File: config.mk
export PLATFORM = sky130hd
export DESIGN_NAME = if_stage
export DESIGN_NICKNAME = d
export VERILOG_FILES = /design/src/rtl/if_stage.sv
export SDC_FILE = /design/constraint.sdc
export NUM_CORES = 1
export LEC_CHECK = 0
export ABC_AREA = 1
export ABC_CLOCK_PERIOD_IN_PS = 4440
export BUFFER_PORTS_ARGS = -buffer_cell sky130_fd_sc_hd__buf_2
export CAP_MARGIN = 30
export CORE_ASPECT_RATIO = 1.2
export CORE_UTILIZATION = 52
export CTS_CLUSTER_DIAMETER = 60
export DETAILED_ROUTE_END_ITERATION = 16
export PLACE_DENSITY = 0.87
export SYNTH_ARGS = -nofsm -noshare
export SYNTH_HDL_FRONTEND = slang
export SYNTH_SLANG_ARGS = --single-unit
File: constraint.sdc
create_clock -name clk -period 4.44 [get_ports clk]
set_input_delay 0.444 -clock clk [delete_from_list [all_inputs] [get_ports clk]]
set_output_delay 0.444 -clock clk [all_outputs]
set_load 0.005 [all_outputs]
File: src/rtl/if_stage.sv
// if_stage: instruction-fetch stage.
// Drives the synchronous-read instruction SRAM and holds the current
// instruction/PC pair for decode. A one-entry buffer keeps the fetched word
// stable across decode back-pressure. A taken branch from decode kills the
// instruction in IF and redirects the fetch in the same cycle.
module if_stage #(
    parameter logic [31:0] RESET_PC = 32'h1c00_0000
) (
    input  logic        clk,
    input  logic        resetn,
    // decode side
    input  logic        ID_allow,
    input  logic [32:0] ID_to_IF_bus,
    output logic        IF_to_ID_valid,
    output logic [63:0] IF_to_ID_bus,
    // instruction SRAM side
    output logic        inst_sram_en,
    output logic [3:0]  inst_sram_we,
    output logic [31:0] inst_sram_addr,
    output logic [31:0] inst_sram_wdata,
    input  logic [31:0] inst_sram_rdata
);

    // Branch redirect fields from decode.
    logic        br_taken;
    logic [31:0] br_target;

    // Stage state.
    logic        run_reg;
    logic        if_valid_reg;
    logic [31:0] if_pc_reg;
    logic        buf_valid_reg;
    logic [31:0] inst_buf_reg;

    // Combinational fetch control.
    logic [31:0] seq_pc;
    logic [31:0] nextpc;
    logic        if_allow;
    logic        fetch_en;
    logic        buf_capture;
    logic [31:0] inst;

    assign br_taken  = ID_to_IF_bus[32];
    assign br_target = ID_to_IF_bus[31:0];

    // Sequential successor wraps naturally at 2^32.
    assign seq_pc = if_pc_reg + 32'd4;

    // The branch target is taken as-is; alignment is the producer's concern.
    assign nextpc = br_taken ? br_target : seq_pc;

    // IF may load a new instruction when it is empty, when decode takes the
    // current one, or when the current one is on the wrong path anyway.
    assign if_allow = !if_valid_reg || ID_allow || br_taken;

    // No fetch until the cycle after reset release, so the first request
    // is made with a settled PC.
    assign fetch_en = run_reg && if_allow;

    // The SRAM word is only valid in the cycle after its request, so a
    // stalled instruction must be copied the first cycle it is blocked.
    assign buf_capture = if_valid_reg && !if_allow && !buf_valid_reg;

    // Once buffered, the SRAM output is ignored (it may be garbage).
    assign inst = buf_valid_reg ? inst_buf_reg : inst_sram_rdata;

    assign inst_sram_en    = fetch_en;
    assign inst_sram_we    = 4'b0000;
    assign inst_sram_addr  = nextpc;
    assign inst_sram_wdata = 32'h0000_0000;

    // A taken branch squashes whatever IF currently holds.
    assign IF_to_ID_valid = if_valid_reg && !br_taken;
    assign IF_to_ID_bus   = {inst, if_pc_reg};

    // Run flag, PC/valid advance on each request, buffer capture on stall.
    always_ff @(posedge clk or negedge resetn) begin
        if (!resetn) begin
            run_reg       <= 1'b0;
            if_valid_reg  <= 1'b0;
            if_pc_reg     <= RESET_PC - 32'd4;
            buf_valid_reg <= 1'b0;
            inst_buf_reg  <= 32'h0000_0000;
        end else begin
            run_reg <= 1'b1;
            if (fetch_en) begin
                if_pc_reg     <= nextpc;
                if_valid_reg  <= 1'b1;
                buf_valid_reg <= 1'b0;
            end else if (buf_capture) begin
                inst_buf_reg  <= inst_sram_rdata;
                buf_valid_reg <= 1'b1;
            end
        end
    end

endmodule

### Word-level counts from Yosys, hierarchy flattened

Cells that the tools add are included.

| operators by class | value |
|---|---|
| add/subtract/negate cells | 1 |
| reductions and logical operators | 12 |
| bitwise logic cells | 1 |
| mux-type cells | 4 |

Operators by type and width:

| cell | count |
|---|---|
| $mux 32 | 2 |
| $add 32x3->32 const B | 1 |
| $logic_and 1x1->1 | 4 |
| $logic_not 1->1 | 4 |
| $logic_or 1x1->1 | 2 |
| $mux 1 | 2 |
| $reduce_and 2->1 | 1 |
| $reduce_bool 2->1 | 1 |
| $not 1->1 | 1 |

| storage, ports and cells | value |
|---|---|
| logic and storage cells | 23 |
| output and inout port bits | 134 |
| bits of input ports | 68 |
| bits in registers | 67 |

### Depth between registers and ports, before layout

| depth | value |
|---|---|
| word-level depth | 8 |
| depth in mapped cells | 10 |
| mapped depth without buffers | 10 |

### Worst setup path after synthesis

OpenSTA, ideal clock, no wires.

| timing | value |
|---|---|
| path type | register to output |
| start | register if_pc_reg[2] |
| end | output inst_sram_addr[26] |
| stages on the path, launching flop included | 10 |
| data required time | 3.996 ns |
| path buffers | 0 |
| slack | 2.502 ns |
| data arrival time | 1.494 ns |
| path through | dfstp_2 -> ha_1 -> nand2_1 -> nor2_4 -> nand2_2 -> nor2_4 -> nand2_1 -> nand2_1 -> nand3_1 -> and2_1 |

| between the ends | value |
|---|---|
| cells in the longest elaborated chain, start to end | 2 |

Ends and longest elaborated chain:

| what | line | RTL |
|---|---|---|
| from (decl) | 31 | `logic [31:0] if_pc_reg;` |
| from (signal assigned) | 81 | `if_pc_reg <= RESET_PC - 32'd4;` |
| from (signal assigned) | 87 | `if_pc_reg <= nextpc;` |
| $add 32x3->32 | 47 | `assign seq_pc = if_pc_reg + 32'd4;` |
| $mux 32 | 50 | `assign nextpc = br_taken ? br_target : seq_pc;` |
| to (decl) | 19 | `output logic [31:0] inst_sram_addr,` |

No other way between the ends.

### Final worst setup path

Ends and elaborated chain as after synthesis.

==> impl_metrics.json <==
{
  "power_density_nw_per_um2": 350,
  "slew_viol_final": 0,
  "timing.setup.tns_ps": 0,
  "grt_max_degree": 65,
  "slowest_stage": "dfstp_2",
  "final_common_cell": "nand2_1",
  "floorplan.initialDensity_pct": 54.4,
  "synth_cell_types": 30,
  "cts_buffers": 9,
  "crit_required_ps": 4000,
  "yosysTopAreaCellShare_pct": 22.9,
  "insertion_delay_ps": 350,
  "netlist_instances": 665,
  "status": "finished, final reports clean",
  "root_buffer": "clkbuf_8",
  "die_y_um": 104,
  "hold_viol": 0,
  "relSlewSlack_pct": 53.8,
  "drc": 0,
  "diodes": 0,
  "io_pins": 202,
  "reg2reg_slack_ps": 2600,
  "hold_path_class": "in2async",
  "grt.overflow.total": 0,
  "post_cts_buffers": 0,
  "fp-row-count": 36,
  "ys_warn_count": 0,
  "nNetsFinal": 889,
  "max_freq_ghz": 0.381,
  "h-tree-depth": 3,
  "rsz0062_at_grt": "false",
  "ys_async_sr_fraction_pct": 100,
  "finalClockSkew_ps": 7.47,
  "core_um2": 8240,
  "antenna_found_initial": 1,
  "cp_max_fo": 5,
  "period_minus_slack_ps": 2630,
  "ys_ff_latch": 67,
  "ctsHoldBuffers": 0,
  "crit_buf_inv": 1,
  "worstReg2RegStart": "if_valid_reg",
  "gp_congestion": 0.868,
  "end_kind": "output port",
  "period_share_pct": 59.2,
  "cp-start-kind": "flop",
  "p_leak_nw": 2.80,
  "syn_area_um2": 4490,
  "place_hpwl_mm": 8.91,
  "clkTransAtPathRegs_ps": 80,
  "vias": 4629,
  "path_delay_family": "simple AND/OR/NAND/NOR gates",
  "reg2reg_depth": 7,
  "post-synth-top-area-cell": "dfrtp_1",
  "drive_gt1_share_pct": 29.2,
  "drt_iter0_drc": 229,
  "cts_resized": 0,
  "critical_path_class": "reg2out",
  "grt_pass1_vias": 4356,
  "path_common_cell": "nand2_1",
  "firstDrtPassIters": 5,
  "ys_top_cells_by_area": "dfrtp_1 (23%), nand2_1 (19%), dfstp_2 (15%), o21ai_0 (8.8%), buf_4 (6.0%)",
  "die_w_um": 86.8,
  "avgSynthCellArea_um2": 6.75,
  "vias_per_cell": 4.93,
  "grt_use_total_pct": 27.3,
  "r2r_end": "if_pc_reg[1]",
  "clk_path_buf_depth": 2,
  "wl_per_cell_um": 12.4,
  "tightestPinTransition_ps": 692,
  "drtAntennaViolNets": 0,
  "cts_tree": "built",
  "wl_mm": 11.6,
  "peakVddDrop_uv": 226,
  "maxCapViolations": 0,
  "clock_sinks": 67,
  "path_cells": "ha_1 -> nand2_1 -> nor2_4 -> nand2_2 -> nor2_4 -> nand2_1 -> nand2_1 -> nand3_1 -> and2_1 -> buf_2",
  "setup_viol": 0,
  "yosysSeqAreaShare_pct": 38.1,
  "grt_pass1_wl_mm": 19.5,
  "arrival_ps": 2180,
  "dieArea_um2": 9010,
  "synth_edf_count": 0,
  "layout_common_cells": "nand2_1 (233), buf_2 (165), o21ai_0 (79)",
  "cp_slowest_stage_delay_ps": 570,
  "io_buffer_count": 165,
  "power.total_mw": 1.92,
  "ys.flop_type": "dfrtp_1",
  "area_growth_pct": 22.2
}
-- cell families (layout without fill, tap and decap cells) --
group,Yosys count,count (layout),share of synthesized area [%]
flops,67,67,38.1
compound gates,101,101,12.0
fa+ha+maj,1,1,0.279
buf+inv,127,252,14.1
simple gates,366,366,35.2
other cells,2,37,0.167
xor+xnor,1,1,0.195
-- synth_stat cells (4+ instances only) --
cell type,number
nor2_4,8
buf_2,14
nand2_2,4
or2_2,12
inv_1,63
nor2_1,41
nand3_1,52
a21oi_1,4
o21ai_0,79
nand2_1,233
clkbuf_1,10
and2_1,12
o21bai_1,4
buf_4,36
dfstp_2,26
dfrtp_1,41
-- worst max-delay path by stage --
stage | startpoint | to | slack (ps) | cells after the start
6_report | if_pc_reg[2] | inst_sram_addr[26] | 1810 | 10
5_1_grt | if_pc_reg[2] | inst_sram_addr[22] | 1630 | 10
4_1_cts | if_pc_reg[2] | inst_sram_addr[26] | 1810 | 10
3_5_place_dp | ID_to_IF_bus[32] | inst_sram_en | 1880 | 7
3_3_place_gp | ID_to_IF_bus[32] | inst_sram_en | 1940 | 7
2_1_floorplan | if_pc_reg[2] | inst_sram_addr[26] | 2500 | 9
-- per-stage QoR --
stage               cell area [um2]  util (%)  std cells  setup WS (ps)  hold WS (ps)
CTS                            5460      66.3        938           1810          96.8
finish                         5480      66.5        939           1810          95.3
global placement               5240      63.5        922           1940           440
floorplan                      4620         -        700           2500           148
detailed placement             5240      63.5        922           1880           453
global route                   5480      66.5        939           1630           129
-- power breakdown --
group | switching, mW | internal [mW]
clock | 0.238 | 0.346
sequential | 0.0872 | 0.742
combinational | 0.292 | 0.212
total | 0.617 | 1.30
-- cell type report --
| cell class | count | area, um2 |
|---|---|---|
| sequential | 67 | 1710 |
| inverter | 66 | 248 |
| timing repair buffer | 170 | 876 |
| clock buffer | 12 | 155 |
| clock inverter | 4 | 72.6 |
| fill | 759 | 2760 |
| tap | 114 | 143 |
| multi-input combinational | 506 | 2280 |
-- worst register-to-register path, stage by stage, from the launching register on --
cell,delay [ps]
dfrtp_1,360
inv_1,60
nor2_1,50
nand2_1,160
nand2_1,70
buf_4,220
inv_2,530
o21ai_0,230
-- routing by layer --
layer	wire (um)	GRT usage, %	share of wire, %
met5	0	0	0
met4	387	13.5	3.3
met3	809	4.78	6.9
met2	5820	46.5	50
met1	4630	32.7	40
(Power assumes the default switching activity.)
